File: config.mk
export PLATFORM = sky130hd
export DESIGN_NAME = sram_req_ctrl
export DESIGN_NICKNAME = d
export VERILOG_FILES = /design/src/rtl/sram_req_ctrl.sv
export SDC_FILE = /design/constraint.sdc
export NUM_CORES = 1
export LEC_CHECK = 0
export CAP_MARGIN = 5
export CORE_MARGIN = 8
export CORE_UTILIZATION = 33
export DETAILED_ROUTE_END_ITERATION = 8
export MAX_ROUTING_LAYER = met4
export REMOVE_ABC_BUFFERS = 1
export SYNTH_ARGS = -nofsm -noshare
export SYNTH_HDL_FRONTEND = slang
export SYNTH_SLANG_ARGS = --single-unit
File: constraint.sdc
create_clock -name clk -period 2.1 [get_ports clk]
set_clock_uncertainty 0.1 [all_clocks]
set_input_delay 0.315 -clock clk [delete_from_list [all_inputs] [get_ports clk]]
set_output_delay 0.315 -clock clk [all_outputs]
set_load 0.01 [all_outputs]
File: src/rtl/sram_req_ctrl.sv
// Request-side sequencer for a single-port SRAM: single-word writes and burst
// reads over valid/ready, read data returned as a registered stream with a last flag.
//
// state   | meaning
// --------+-------------------------------------------------------------
// S_IDLE  | ready for a request, SRAM idle, mem_addr holds last value
// S_WRITE | one cycle with mem_en high, SRAM writes at the next edge
// S_READ  | one address per cycle, base+k wrapping mod M, for k = 0..len
// S_DRAIN | two cycles letting the last beats leave the read pipeline
module sram_req_ctrl #(
    parameter int N = 4,
    parameter int M = 16,
    localparam int A = $clog2(M)
) (
    input  logic         clk,
    input  logic         reset,
    input  logic         req_valid,
    output logic         req_ready,
    input  logic         req_write,
    input  logic [A-1:0] req_addr,
    input  logic [N-1:0] req_wdata,
    input  logic [A-1:0] req_len,
    output logic [A-1:0] mem_addr,
    output logic [N-1:0] mem_din,
    output logic         mem_en,
    input  logic [N-1:0] mem_dout,
    output logic         rsp_valid,
    output logic [N-1:0] rsp_data,
    output logic         rsp_last,
    output logic         busy
);

    typedef enum logic [1:0] {
        S_IDLE  = 2'd0,
        S_WRITE = 2'd1,
        S_READ  = 2'd2,
        S_DRAIN = 2'd3
    } state_t;

    state_t       state_q;
    logic [A-1:0] cnt_q;
    logic [A-1:0] len_q;
    logic [A-1:0] mem_addr_q;
    logic [N-1:0] mem_din_q;
    logic         mem_en_q;
    logic         req_ready_q;
    logic         busy_q;
    logic         pipe_vld_q;
    logic         pipe_last_q;
    logic         rsp_valid_q;
    logic         rsp_last_q;
    logic [N-1:0] rsp_data_q;

    always_ff @(posedge clk) begin
        if (reset) begin
            state_q     <= S_IDLE;
            cnt_q       <= '0;
            len_q       <= '0;
            mem_addr_q  <= '0;
            mem_din_q   <= '0;
            mem_en_q    <= 1'b0;
            req_ready_q <= 1'b1;
            busy_q      <= 1'b0;
            pipe_vld_q  <= 1'b0;
            pipe_last_q <= 1'b0;
            rsp_valid_q <= 1'b0;
            rsp_last_q  <= 1'b0;
            rsp_data_q  <= '0;
        end else begin
            // Stage 0 marks the address cycle just ended; the SRAM has its dout
            // registered by then, so stage 1 captures it into the response.
            pipe_vld_q  <= 1'b0;
            pipe_last_q <= 1'b0;
            rsp_valid_q <= pipe_vld_q;
            rsp_last_q  <= pipe_last_q;
            if (pipe_vld_q) begin
                rsp_data_q <= mem_dout;
            end

            case (state_q)
                S_IDLE: begin
                    if (req_valid && req_ready_q) begin
                        mem_addr_q  <= req_addr;
                        req_ready_q <= 1'b0;
                        busy_q      <= 1'b1;
                        cnt_q       <= '0;
                        if (req_write) begin
                            state_q   <= S_WRITE;
                            mem_din_q <= req_wdata;
                            mem_en_q  <= 1'b1;
                        end else begin
                            state_q <= S_READ;
                            len_q   <= req_len;
                        end
                    end
                end
                S_WRITE: begin
                    mem_en_q    <= 1'b0;
                    state_q     <= S_IDLE;
                    req_ready_q <= 1'b1;
                    busy_q      <= 1'b0;
                end
                S_READ: begin
                    pipe_vld_q  <= 1'b1;
                    pipe_last_q <= (cnt_q == len_q);
                    if (cnt_q == len_q) begin
                        state_q <= S_DRAIN;
                        cnt_q   <= '0;
                    end else begin
                        cnt_q      <= cnt_q + 1'b1;
                        mem_addr_q <= mem_addr_q + 1'b1;
                    end
                end
                S_DRAIN: begin
                    if (cnt_q == A'(1)) begin
                        state_q     <= S_IDLE;
                        req_ready_q <= 1'b1;
                        busy_q      <= 1'b0;
                        cnt_q       <= '0;
                    end else begin
                        cnt_q <= cnt_q + 1'b1;
                    end
                end
                default: begin
                    state_q     <= S_IDLE;
                    mem_en_q    <= 1'b0;
                    req_ready_q <= 1'b1;
                    busy_q      <= 1'b0;
                end
            endcase
        end
    end

    assign req_ready = req_ready_q;
    assign busy      = busy_q;
    assign mem_addr  = mem_addr_q;
    assign mem_din   = mem_din_q;
    assign mem_en    = mem_en_q;
    assign rsp_valid = rsp_valid_q;
    assign rsp_data  = rsp_data_q;
    assign rsp_last  = rsp_last_q;

endmodule

==> impl_metrics.json <==
{
  "cts_tree": "built",
  "count_of_h_tree_levels_built_during_cts": 2,
  "final_max_slew_viol_count": 0,
  "critical_path_required_ns": 2.16,
  "gr-usage-all-layers_pct": 11.3,
  "start_util_pct": 33.4,
  "num_antenna_cells": 0,
  "p_seq_share_pct": 41.2,
  "post-route-worst-setup-slack_ns": 0.309,
  "detail_route.wl_per_cell_um": 13.6,
  "antenna_found_initial": 0,
  "gr-usage-met1_pct": 11.5,
  "count_of_fill_cells_added_during_filler_insertion": 406,
  "totalPowerFinal_uw": 1650,
  "worst-endpoint-arrival_ns": 1.86,
  "dp_slack_ns": 0.0760,
  "timing.final.crit_period_ns": 1.79,
  "placeableCoreArea_mm2": 0.00391,
  "peakVddDrop_mv": 0.349,
  "placed_cells": 230,
  "globalRouteMet2Util_pct": 18.6,
  "routed_antenna_nets": 0,
  "report.final.setup_viol": 0,
  "finalCritPeriodShare_pct": 85.3,
  "post_cts_buffers": 0,
  "combPwrFrac_pct": 28.1,
  "hold_viol_final": 0,
  "timing.max_slew.rel_slack_pct": 70.8,
  "viasPerCell": 4.85,
  "port_buffers": 36,
  "post_synth_and_or_nand_nor_area_fraction_pct": 21.1,
  "global_route.overflow_total": 0,
  "layout.cells.most_common": "clkdlybuf4s50_1",
  "max_clock_freq_mhz": 558,
  "number_of_enable_type_register_cells_in_the_synthesized_netlist": 0,
  "internal_power_uw": 1160,
  "cap_violations": 0,
  "yosysWarningCount": 0,
  "outcome": "finished, final reports clean",
  "hold_class": "reg2reg",
  "final_core_area_utilization_pct": 46.8,
  "first_global_vias": 1194,
  "leakage_uw": 0.000742,
  "layout-drive-gt1-share_pct": 10.6,
  "die_x_um": 78.9,
  "synth-compound-area-share_pct": 17.4,
  "synth-seq-cells": 29,
  "globalplace.congestion": 0.858,
  "drc_violations_left": 0,
  "cts_buffers": 5,
  "worst-setup-path-type": "reg2reg",
  "drt_first_pass_iters": 4,
  "grt_first_pass_wirelength_um": 5310,
  "power_switching_share_pct": 30.1,
  "die_y_um": 78.9,
  "detailedPlacementHpwl_um": 2500,
  "worst_setup_path_start_kind": "flop",
  "numClockSinks": 29,
  "cts-resized-gates": 0,
  "syn-mean-instance-area_um2": 8.89,
  "clock_latency_ns": 0.28,
  "layout_common_cells": "clkdlybuf4s50_1 (36), dfxtp_1 (29), nand2_1 (17)",
  "yosys.area_share.adder_pct": 2.87,
  "final_cells": 238,
  "drt_first_iter_violations": 41,
  "yosysSeqAreaShare_pct": 44.4,
  "rows": 23,
  "dieArea_mm2": 0.00623,
  "synthXorXnorAreaFrac_pct": 2.68,
  "yosys_most_used_dff": "dfxtp_1",
  "total_switching_power_uw": 497,
  "synthMuxAreaShare_pct": 6.13,
  "synthDistinctLibCells": 40,
  "tightest_slew_ns": 0.435,
  "fin_nets": 210,
  "unrepaired_setup_endpoints_after_global_routing": "false",
  "cts-root-to-sink-buffers": 2,
  "design.portCount": 37,
  "detailroute.via_count": 1155,
  "power_density_mw_per_mm2": 902,
  "wl_um": 3230,
  "syn_to_final_growth_pct": 40.2,
  "syn-instance-count": 147,
  "multiInputGateArea_um2": 656,
  "critical_path_peak_fanout": 6,
  "global_route_met3_utilization_pct": 3.39,
  "ys_async_sr_fraction_pct": 0,
  "combinational_family_with_the_most_area_after_synthesis": "simple AND/OR/NAND/NOR gates",
  "cts-root-buf": "clkbuf_8",
  "area.sequential_um2": 581,
  "post_cts_hold_buffer_count": 0,
  "crit_path_end_kind": "flop",
  "gr-max-usage-layer": "met2",
  "clk_pin_slew_worst_paths_ns": 0.06,
  "grt_max_degree": 19,
  "syn-cell-area_mm2": 0.00131,
  "clock_power_share_pct": 30.7,
  "fin_tns_setup_ns": 0
}
## per-stage QoR
| step | area, um^2 | hold slack, ns |
|---|---|---|
| CTS | 1830 | 0.346 |
| finish | 1830 | 0.340 |
| global placement | 1730 | 0.320 |
| floorplan | 1260 | 0.284 |
| global route | 1830 | 0.362 |
| detailed placement | 1730 | 0.330 |
## area by class of cell
type | instances | area share (%)
multi-input cells | 102 | 35.8
clock buffers | 7 | 5.26
repair buffers | 42 | 22.1
well taps | 50 | 3.42
clock inverters | 1 | 0.273
inverters | 7 | 1.43
flip-flops and latches | 29 | 31.7
## cell usage after synthesis, types with 3 or more instances
library cell,instances,share of area (%)
dfxtp_1,29,44
nand2_1,17,4.9
nor2_1,14,4.0
a21oi_1,9,3.4
mux2i_1,8,6.1
clkbuf_1,6,1.7
nand3_1,6,2.3
inv_1,5,1.4
nor3_1,4,1.5
xor2_1,4,2.7
ha_1,3,2.9
nor2b_1,3,1.4
o21ai_1,3,1.1
## critical path: stages (launching register included)
cell,delay [ns]
dfxtp_1,0.43
xor2_1,0.13
o41a_1,0.50
buf_4,0.19
a211oi_2,0.22
o21ai_1,0.10
## power groups by stage
| stage | registers [uW] | clock network (uW) | logic [uW] |
|---|---|---|---|
| 2_1_floorplan | 711 | 0 | 235 |
| 3_3_place_gp | 691 | 0 | 462 |
| 3_5_place_dp | 694 | 0 | 469 |
| 4_1_cts | 682 | 526 | 471 |
| 5_1_grt | 693 | 548 | 516 |
| 6_report | 681 | 508 | 464 |
## path summary, 6_finish.rpt
path / end / cells after the start / slack (ns) / from
worst max-delay path: cnt_q[2] / 5 / 0.31 / cnt_q[2]
worst min-delay path: rsp_last / 1 / 0.34 / pipe_last_q
worst max register to register: cnt_q[2] / 5 / 0.31 / cnt_q[2]
worst min register to register: rsp_last / 1 / 0.34 / pipe_last_q
## flip-flops by register name (all words and copies together) (netlist names), 2 cells and up
signal,count
rsp_data,4
state_q,2
cnt_q,4
len_q,4
mem_addr,4
mem_din,4
## routing by layer
metal | part of all wire (%) | vias up
met1 | 44 | 530
li1 | - | 594
met4 | 1.9 | 0
met3 | 5.9 | 5
met5 | 0 | -
met2 | 49 | 26
## cell families (layout without fill, tap and decap cells)
family / count (synthesis) / in the layout
simple gates: 56 / 56
fa+ha+maj: 3 / 3
mux: 8 / 8
flops: 29 / 29
buf+inv: 16 / 57
compound gates: 31 / 31
xor+xnor: 4 / 4
(Power assumes the default switching activity.)
